===== src/rtl/tdm_demux_if.sv =====
// Serial TDM receive link: bit stream in, framed parallel words and status out.
interface tdm_demux_if #(
    parameter int N_CH = 4,
    parameter int W    = 8
);
    logic                din;
    logic                din_valid;
    logic                sync;
    logic [N_CH*W-1:0]   dout;
    logic                frame_valid;
    logic                sync_err;
    logic                busy;

    modport master (
        output din, din_valid, sync,
        input  dout, frame_valid, sync_err, busy
    );

    modport slave (
        input  din, din_valid, sync,
        output dout, frame_valid, sync_err, busy
    );
endinterface


===== src/rtl/tdm_demux.sv =====
// Serial TDM demultiplexer: hunts for sync, shifts N_CH words of W bits MSB-first,
// and presents each complete frame in parallel with a one-cycle strobe.
module tdm_demux #(
    parameter int N_CH = 4,
    parameter int W    = 8
) (
    input  logic        clk,
    input  logic        rst,
    tdm_demux_if.slave  bus
);
    localparam int FW = N_CH * W;
    localparam int BW = (W > 1) ? $clog2(W) : 1;
    localparam int CW = (N_CH > 1) ? $clog2(N_CH) : 1;

    localparam logic [0:0] S_HUNT = 1'b0;
    localparam logic [0:0] S_RECV = 1'b1;

    localparam logic [BW-1:0] LAST_BIT = BW'(W - 1);
    localparam logic [CW-1:0] LAST_CH  = CW'(N_CH - 1);

    logic [0:0]    r_state;
    logic [BW-1:0] r_bit_cnt;
    logic [CW-1:0] r_ch_cnt;
    logic [FW-1:0] r_shift;
    logic [FW-1:0] r_dout;
    logic          r_frame_valid;
    logic          r_sync_err;

    logic          w_last;
    logic [FW-1:0] w_shift_next;
    logic [FW-1:0] w_shift_load;

    assign w_last       = (r_bit_cnt == LAST_BIT) && (r_ch_cnt == LAST_CH);
    assign w_shift_next = {r_shift[FW-2:0], bus.din};
    assign w_shift_load = {{(FW-1){1'b0}}, bus.din};

    // NOTE: all state here is registered with non-blocking assignments so every
    // register samples the pre-edge values of its neighbours.
    always_ff @(posedge clk or posedge rst) begin
        if (rst) begin
            r_state       <= S_HUNT;
            r_bit_cnt     <= '0;
            r_ch_cnt      <= '0;
            r_shift       <= '0;
            r_dout        <= '0;
            r_frame_valid <= 1'b0;
            r_sync_err    <= 1'b0;
        end else begin
            r_frame_valid <= 1'b0;
            r_sync_err    <= 1'b0;
            if (bus.din_valid) begin
                if (bus.sync) begin
                    // A sync always restarts at bit 0 of channel 0; mid-frame it is an error.
                    r_sync_err <= (r_state == S_RECV);
                    r_shift    <= w_shift_load;
                    r_bit_cnt  <= BW'(1);
                    r_ch_cnt   <= '0;
                    r_state    <= S_RECV;
                end else if (r_state == S_RECV) begin
                    r_shift <= w_shift_next;
                    if (w_last) begin
                        r_dout        <= w_shift_next;
                        r_frame_valid <= 1'b1;
                        r_bit_cnt     <= '0;
                        r_ch_cnt      <= '0;
                        r_state       <= S_HUNT;
                    end else if (r_bit_cnt == LAST_BIT) begin
                        r_bit_cnt <= '0;
                        r_ch_cnt  <= r_ch_cnt + CW'(1);
                    end else begin
                        r_bit_cnt <= r_bit_cnt + BW'(1);
                    end
                end
            end
        end
    end

    assign bus.dout        = r_dout;
    assign bus.frame_valid = r_frame_valid;
    assign bus.sync_err    = r_sync_err;
    assign bus.busy        = (r_state == S_RECV);
endmodule

===== src/flat_wrapper.sv =====
// flat-port wrapper written by rule: the top's interface ports become plain ports
module tdm_demux_flat 
#(
    parameter int N_CH = 4,
    parameter int W    = 8
)
  (clk, rst, bus_din, bus_din_valid, bus_sync, bus_dout, bus_frame_valid, bus_sync_err, bus_busy);
  tdm_demux_if #(.N_CH(N_CH), .W(W)) bus_i ();
  input  logic clk;
  input  logic rst;
  input wire logic [$bits(bus_i.din)-1:0] bus_din;
  input wire logic [$bits(bus_i.din_valid)-1:0] bus_din_valid;
  input wire logic [$bits(bus_i.sync)-1:0] bus_sync;
  output wire logic [$bits(bus_i.dout)-1:0] bus_dout;
  output wire logic [$bits(bus_i.frame_valid)-1:0] bus_frame_valid;
  output wire logic [$bits(bus_i.sync_err)-1:0] bus_sync_err;
  output wire logic [$bits(bus_i.busy)-1:0] bus_busy;
  assign bus_i.din = bus_din;
  assign bus_i.din_valid = bus_din_valid;
  assign bus_i.sync = bus_sync;
  assign bus_dout = bus_i.dout;
  assign bus_frame_valid = bus_i.frame_valid;
  assign bus_sync_err = bus_i.sync_err;
  assign bus_busy = bus_i.busy;
  tdm_demux #(.N_CH(N_CH), .W(W)) u_core (.clk(clk), .rst(rst), .bus(bus_i));
endmodule

===== config.mk =====
export PLATFORM = sky130hd
export DESIGN_NAME = tdm_demux_flat
export DESIGN_NICKNAME = d
export VERILOG_FILES = /design/src/rtl/tdm_demux_if.sv /design/src/rtl/tdm_demux.sv /design/src/flat_wrapper.sv
export SDC_FILE = /design/constraint.sdc
export NUM_CORES = 1
export LEC_CHECK = 0
export CAP_MARGIN = 0
export CORE_ASPECT_RATIO = 0.7
export CORE_MARGIN = 2
export CORE_UTILIZATION = 45
export DETAILED_ROUTE_END_ITERATION = 12
export PLACE_DENSITY = 0.68
export SLEW_MARGIN = 20
export SYNTH_ARGS = -nofsm -noshare
export SYNTH_HDL_FRONTEND = slang
export SYNTH_SLANG_ARGS = --single-unit

===== constraint.sdc =====
create_clock -name clk -period 2.5 [get_ports clk]
set_input_delay 0.5 -clock clk [delete_from_list [all_inputs] [get_ports clk]]
set_output_delay 0.5 -clock clk [all_outputs]
set_load 0.01 [all_outputs]

==> run summary, run 1 <==
The run finished with clean final reports. The count of inserted antenna diode cells was 0. Data on the critical path is required at its endpoint by 2.71 ns. The clock-pin slew on the worst setup and hold paths is 0.07 ns, and the number of CTS-inserted buffers is 9. The tools report the area of the core as 5840 µm². Setup repair after global routing left no endpoint under its margin. The cell class contributing the biggest share of worst-path delay is adder cells.

The critical path starts at u_core.r_bit_cnt[0]. Most common cell after layout, fill and taps aside: dfrtp_1. The share of Yosys cell area claimed by the top area cell type works out to 64.1%.

The type of element launching the critical path was a flop. The final route contains 1611 vias. The top cell types in the final layout, fill and taps aside, are dfrtp_1, clkdlybuf4s50_1, a22o_1. The combined buffer and inverter count along the critical path was 1.

The die is 69.6 µm tall. Walking the worst path, the cells encountered are ha_1 > ha_1 > and3_2 > buf_12 > mux2_2. Post-CTS repair changed the size of 0 cells.

Port buffering added 39 buffers. Counting every sink on the clock net gives 71. The kind of critical path was flop to flop. In this run the power density over the cells is 614 nW/µm². The worst setup path is captured at a flop. At the end of routability-driven placement, the weighted congestion stood at 0.767. Synthesis handed over a netlist of 170 instances.

The setup check on the worst reg-to-reg path leaves a slack of 0.57 ns. The initialized floorplan defines 23 standard-cell rows. The tools report the initial antenna violation count as 0. The biggest area consumer among synthesized cells is dfrtp_1. In this run, the number of DRC markers left after iteration 0 of detailed routing was 93. Global routing finished with a remaining overflow of 0. The clock arrives with 0.00916 ns of skew. The logs give 224 for the net total in the final layout and 20 for the number of library cell types mapped by synthesis. For this run, the slowest stage of the critical path takes 0.40 ns.

The area taken by multi-input logic gates is 905 µm². Remaining number of nets flagged by the antenna check after routing: 0. TritonCTS built the clock tree. The detailed placer's ending HPWL is 3.42 mm. For the pin with the worst max-slew slack, the measured transition is 0.587 ns. The die covers 6810 µm². Warning count from the yosys run: 0.

Entering global routing, the biggest net connects 34 pins. The cell sitting at the root of the clock tree is a clkbuf_8. Counting I/O delays and the setup requirement, the final critical path takes 1.93 ns. Sequential-to-total area share from yosys stat: 64.1%. The length in cells of the worst reg-to-reg path was 5; the fill cell instance count of the final layout was 458. No sink is reached through more buffers than the 2 on the longest clock path. The tools report the highest attainable clock frequency as 518 MHz.

The slowest stage of the critical path belongs to the cell and3_2. In this run the critical register-to-register path is captured at u_core.bus.dout[17]. The number of global-route vias before repair was 1661; the path length in cells of the critical path was 5. Of the cells placed in the final design, the portion with a size suffix greater than 1 is 25.8%. Horizontal die dimension: 97.8 µm.

Setup total negative slack on the finished layout was measured at 0 ns. For the worst-skew pair, the clock arrives at the later sink with an insertion delay of 0.33 ns. Summing internal, switching and leakage power gives 2130 µW.

Sorting the synthesized cells by area gives the leading types as dfrtp_1, mux2_4, a22o_1, buf_6, mux2_2. The area taken by flip-flops and latches is 1780 µm², and the worst path arrival time is 2.14 ns. The worst hold-check path type is flop to flop. The logs give 0 for the number of maximum-capacitance constraint violations and 40 for the number of I/O pins.

The run gives 47.4% as the starting density of the core. In this run, synthesis produced a sequential element count of 71. Counting stages on the worst path, the most repeated cell is ha_1. The logs give 0 for the hold violation count in the final report and 4 for the number of detailed-route iterations in the first pass. Buffers inserted to repair hold after CTS numbered 0. Setup violations remaining at the end of the flow were counted as 0. For this run, the total global-route usage over all layers was measured as 16.1%. For this design the static power due to leakage is 0.00165 µW. The worst register-to-register path begins at u_core.r_bit_cnt[0]. In the finished design, the share of the clock period the worst path needs comes to 77.2%.

The mapped netlist covers 2770 µm². The number of DRC violations after detailed routing came out at 0. The most critical setup path has its endpoint at u_core.bus.dout[17]. After synthesis, the mean cell area works out to 16.3 µm². In the final routed layout, each cell accounts on average for 17.0 µm.

The logs give 8.40 mm for the wire length of the first global-routing pass and 0 for the final count of pins violating max slew. The logs give 5.02 mm for the final wirelength and 178 for the number of nets produced by synthesis. The area growth from synthesis to final layout is 25.1%. The number of buffers added for setup after CTS was 0; the largest fanout on the critical path was 21. The logs give 60.8% for the worst max-slew margin expressed relative to the limit and 0.340 mV for the peak supply drop.

The level count of the clock H-tree is 3, and the number of vias per cell after detailed routing is 5.44.
-- flip-flops by register name (all words and copies together) (netlist names) --
signal and count:
u_core.bus.busy 1, u_core.bus.dout 32, u_core.bus.frame_valid 1, u_core.bus.sync_err 1
u_core.r_bit_cnt 3, u_core.r_ch_cnt 2, u_core.r_shift 31
-- through the flow --
step	util, %	std cells	cell area [µm²]	hold slack, ns	setup WS, ns
floorplan	-	170	2770	0.457	0.203
CTS	59.3	296	3460	0.513	0.554
detailed placement	56.2	280	3280	0.494	0.265
global route	59.3	296	3460	0.530	0.489
finish	59.3	296	3460	0.510	0.570
global placement	56.2	280	3280	0.477	0.322
-- cells in the mapped netlist --
library cell,instances
dfrtp_1,71
a22o_1,33
mux2_4,29
clkbuf_1,6
buf_6,4
mux2_2,4
buf_2,3
ha_1,3
inv_1,3
a21oi_1,2
and3_1,2
o21ai_0,2
a21boi_0,1
a41oi_1,1
and3b_1,1
nand3_1,1
nand4b_1,1
o21a_1,1
o21ai_1,1
o2bb2ai_1,1
-- worst register-to-register path, delay by kind of cell (launching register included) --
kind                       cells  cell delay, ns
and+or+nand+nor                1            0.40
DFF                            1            0.38
muxes                          1            0.36
buffers and inverters          1            0.23
adders and majority gates      2            0.45
-- worst min path at each step --
| stage | start | end | slack, ns | cells past startpoint |
|---|---|---|---|---|
| finish | u_core.bus.dout[24] | u_core.bus.dout[24] | 0.51 | 1 |
| global route | u_core.bus.dout[21] | u_core.bus.dout[21] | 0.53 | 1 |
| CTS | u_core.bus.dout[24] | u_core.bus.dout[24] | 0.51 | 1 |
| detailed placement | u_core.bus.dout[24] | u_core.bus.dout[24] | 0.49 | 1 |
| global placement | u_core.r_ch_cnt[0] | u_core.r_ch_cnt[0] | 0.48 | 1 |
| floorplan | u_core.r_ch_cnt[0] | u_core.r_ch_cnt[0] | 0.46 | 1 |
-- where the power goes --
part / internal (µW) / leakage [µW] / switching [µW]
Clock: 463 / 0.0000916 / 386
Sequential: 1170 / 0.000977 / 14.1
Combinational: 39.4 / 0.000577 / 58.7
Total: 1670 / 0.00165 / 458
-- final cells by class --
class                           instances  area share, %
Sequential cell                        71           51.3
Clock buffer                           13           4.01
Tap cell                               75           2.71
Timing Repair Buffer                   48           14.3
Inverter                                3          0.325
Multi-Input combinational cell         83           26.1
Clock inverter                          3           1.26
-- logic make-up (layout without fill, tap and decap cells) --
| group | count (synthesis) | after routing | share of synthesized area [%] |
|---|---|---|---|
| AND/OR/NAND/NOR | 5 | 5 | 1.26 |
| buffers and inverters | 16 | 67 | 3.39 |
| multiplexers | 33 | 33 | 17.3 |
| adder cells (fa/ha/maj) | 3 | 3 | 1.36 |
| AO/OA/AOI/OAI | 42 | 42 | 12.5 |
| flip-flops | 71 | 71 | 64.1 |
-- routing by layer --
layer	wire, µm	global-route usage [%]	vias up
met2	2230	21.9	53
met5	0	0	-
met1	2420	22.4	829
li1	-	-	721
met3	283	7.56	8
met4	88	6.17	0
Power figures use the tool's default switching activity.
==> run 2, diff against run 1 <==
==> constraint.sdc (replaced) <==
create_clock -name clk -period 2 [get_ports clk]
set_input_delay 0.4 -clock clk [delete_from_list [all_inputs] [get_ports clk]]
set_output_delay 0.4 -clock clk [all_outputs]
set_load 0.01 [all_outputs]
==> run 2 against run 1 <==
Against the previous run: register-to-register slack worse by 0.38 ns; power up 34%; clock skew down 0.0011 ns; sequential share of layout area down 0.53 points; die area unchanged; non-clock buffer count down 1; global-route usage up 0.81 points; critical path depth down 4; largest cell class unchanged; highest routed layer unchanged.
==> run summary, run 2 (synthesis results as in run 1) <==
The total of buffers placed on input and output ports was 39 (unchanged); the number of I/O pins was 40 (unchanged). For the hold-fix buffer count after cts, the log shows 0 (unchanged). The run gives 457 (was 458) as the fill cell instance count of the final layout.

The required time of the worst setup path was 1.60 ns (was 2.71 ns); the worst max-slew margin expressed relative to the limit was 75.6% (was 60.8%). The global placer's final weighted congestion is 0.773 (was 0.767). The buffer cell driving the clock tree root is clkbuf_8 (unchanged). The run gives 5840 µm² (unchanged) as the area of the core. Total non-filler cell area in the finished layout: 3500 µm² (was 3460 µm²).

The number of global-route vias before repair was 1662 (was 1661); the filler-free cell count of the finished design was 295 (was 296). Flip-flop count of the largest register after layout: 32 (unchanged). TritonCTS built the clock tree.

The combined buffer and inverter count along the critical path is 1 (unchanged), and the total overflow reported by the global router is 0 (unchanged). The length in cells of the worst reg-to-reg path is 5 (unchanged). Setup repair after global routing left no endpoint under its margin. For the wire length of the first global-routing pass, the log shows 8.90 mm (was 8.40 mm). Critical path startpoint: u_core.bus.busy (was u_core.r_bit_cnt[0]). The type of element capturing the critical path is an output port (was a flop).

The run gives 9 (unchanged) as the number of CTS-inserted buffers. The number of detailed-route iterations in the first pass is 4 (unchanged), and the detailed placer's ending HPWL is 3.26 mm (was 3.42 mm). The setup violation total in the final timing report is 0 (unchanged), and the net total in the final layout is 223 (was 224).

The detail-routed net length per standard cell was 17.4 µm (was 17.0 µm). The starting density of the core came out at 47.4% (unchanged). For the worst slack after detailed placement, the log shows 0.0150 ns (was 0.265 ns). The kind of critical path was flop to output port (was flop to flop). The tools report the highest attainable clock frequency as 539 MHz. The row count was 23 (unchanged). The peak supply drop is 0.453 mV (was 0.340 mV), and the horizontal die dimension is 97.8 µm (unchanged). The tools report the type of element launching the critical path as a flop (unchanged).

The number of maximum-capacitance constraint violations is 0 (unchanged). The worst hold-check path type is primary input to async pin (was flop to flop). The smallest setup slack after layout is 0.144 ns (was 0.570 ns), and the share of layout cells above drive strength 1 is 26.8% (was 25.8%). The transition time at the pin with the least slew margin is 0.366 ns (was 0.587 ns). For the number of clock sinks, the log shows 71 (unchanged). The tools report the static leakage as 0.00165 µW (about the same).

Overall die height: 69.6 µm (unchanged). The initial antenna violation count is 0 (unchanged), and the placed cell area is 3280 µm² (about the same). The area growth from synthesis to final layout is 26.4% (was 25.1%). The buffer depth of the longest clock path is 2 (unchanged). List of cells traversed by the critical path: clkdlybuf4s50_1 (was ha_1 > ha_1 > and3_2 > buf_12 > mux2_2).

The shortest period the worst path allows is 1.86 ns. For the remaining number of nets flagged by the antenna check after routing, the log shows 0 (unchanged). The first-iteration detailed-routing DRC count was 73 (was 93).

The run gives 0 (unchanged) as the number of buffers added for setup after CTS. Highest-count cells in the layout ignoring fill and taps: dfrtp_1, clkdlybuf4s50_1, a22o_1 (unchanged). The number of cells upsized or downsized after cts is 0 (unchanged), and the level count of the clock H-tree is 3 (unchanged). The number of vias per cell after detailed routing is 5.39 (was 5.44), and the maximum cell stage delay along the critical path is 0.60 ns (was 0.40 ns). The final wirelength came out at 5.13 mm (was 5.02 mm). The path length in cells of the critical path was 1 (was 5). The cell class contributing the biggest share of worst-path delay is buffers and inverters (was adder cells).

The final count of pins violating max slew is 0 (unchanged). The run gives 0 ns (unchanged) as the post-route setup TNS. The largest fanout on the critical path is 9 (was 21), and the final critical-path share of the clock period is 92.8%.

The run finished with clean final reports. The run gives 0 (unchanged) as the hold violation count in the final report. The startpoint of the most critical register-to-register path was u_core.r_bit_cnt[0] (unchanged). The slowest cell on the critical path is clkdlybuf4s50_1 (was and3_2).

The cell count after placement is 279 (was 280). The post-route clock skew came out at 0.00808 ns (was 0.00916 ns). The run gives 72 (was 34) as the maximum number of pins on one net before global-route repair. Most common cell after layout, fill and taps aside: dfrtp_1 (unchanged). The run gives 0 (unchanged) as the count of inserted antenna diode cells.

The via count was 1591 (was 1611); the worst path arrival time was 1.46 ns (was 2.14 ns). The overall fraction of global-route tracks in use was 16.9% (was 16.1%). The clock-pin slew on the worst setup and hold paths is 0.08 ns (was 0.07 ns), and the core occupancy in the finished layout is 59.9% (was 59.3%).

Power density relative to cell area: 814 nW/µm² (was 614 nW/µm²). The area of the die was 6810 µm² (unchanged); the number of DRC violations after detailed routing was 0 (unchanged). The run gives 0.34 ns (was 0.33 ns) as the later-pin clock latency in the skew report.
## run 2: where the power goes
part	internal, µW	switching (µW)
Clock	736	518
Sequential	1460	17.1
Combinational	46.2	72.9
## run 2: worst reg2reg max path, cell delays in order (launching register included)
cell and delay (ns):
dfrtp_1 0.38, ha_1 0.17, ha_1 0.29, and3_2 0.30, buf_12 0.20, mux2_2 0.37
## run 2: metal layers
metal / GRT usage, % / up-vias / wire (µm)
met4: 5.09 / 0 / 74
li1: - / 716 / -
met5: 0 / - / 0
met3: 7.56 / 6 / 257
met2: 25.0 / 37 / 2430
met1: 22.7 / 832 / 2370
## run 2: worst paths after layout
path	slack (ns)	to
worst max-delay path	0.14	bus_busy
worst min-delay path	0.50	u_core.bus.dout[19]
worst max register to register	0.19	u_core.bus.dout[17]
worst min register to register	0.50	u_core.r_ch_cnt[0]
max in group asynchronous	1.20	u_core.r_shift[26]
min in group clk	0.50	u_core.r_ch_cnt[0]
## run 2: area by class of cell
class	instances	area [µm²]	area share, %
multi-input combinational	83	905	25.8
inverter	3	15.0	0.429
sequential	71	1780	50.8
timing repair buffer	47	488	13.9
clock inverter	5	81.3	2.32
clock buffer	11	141	4.04
tap	75	93.8	2.68
## run 2: metrics by stage
stage / total power [µW] / hold WS (ns)
2_1_floorplan: 1570 / 0.457
3_3_place_gp: 1610 / 0.476
3_5_place_dp: 1620 / 0.494
4_1_cts: 2890 / 0.506
5_1_grt: 2980 / 0.532
6_report: 2850 / 0.498
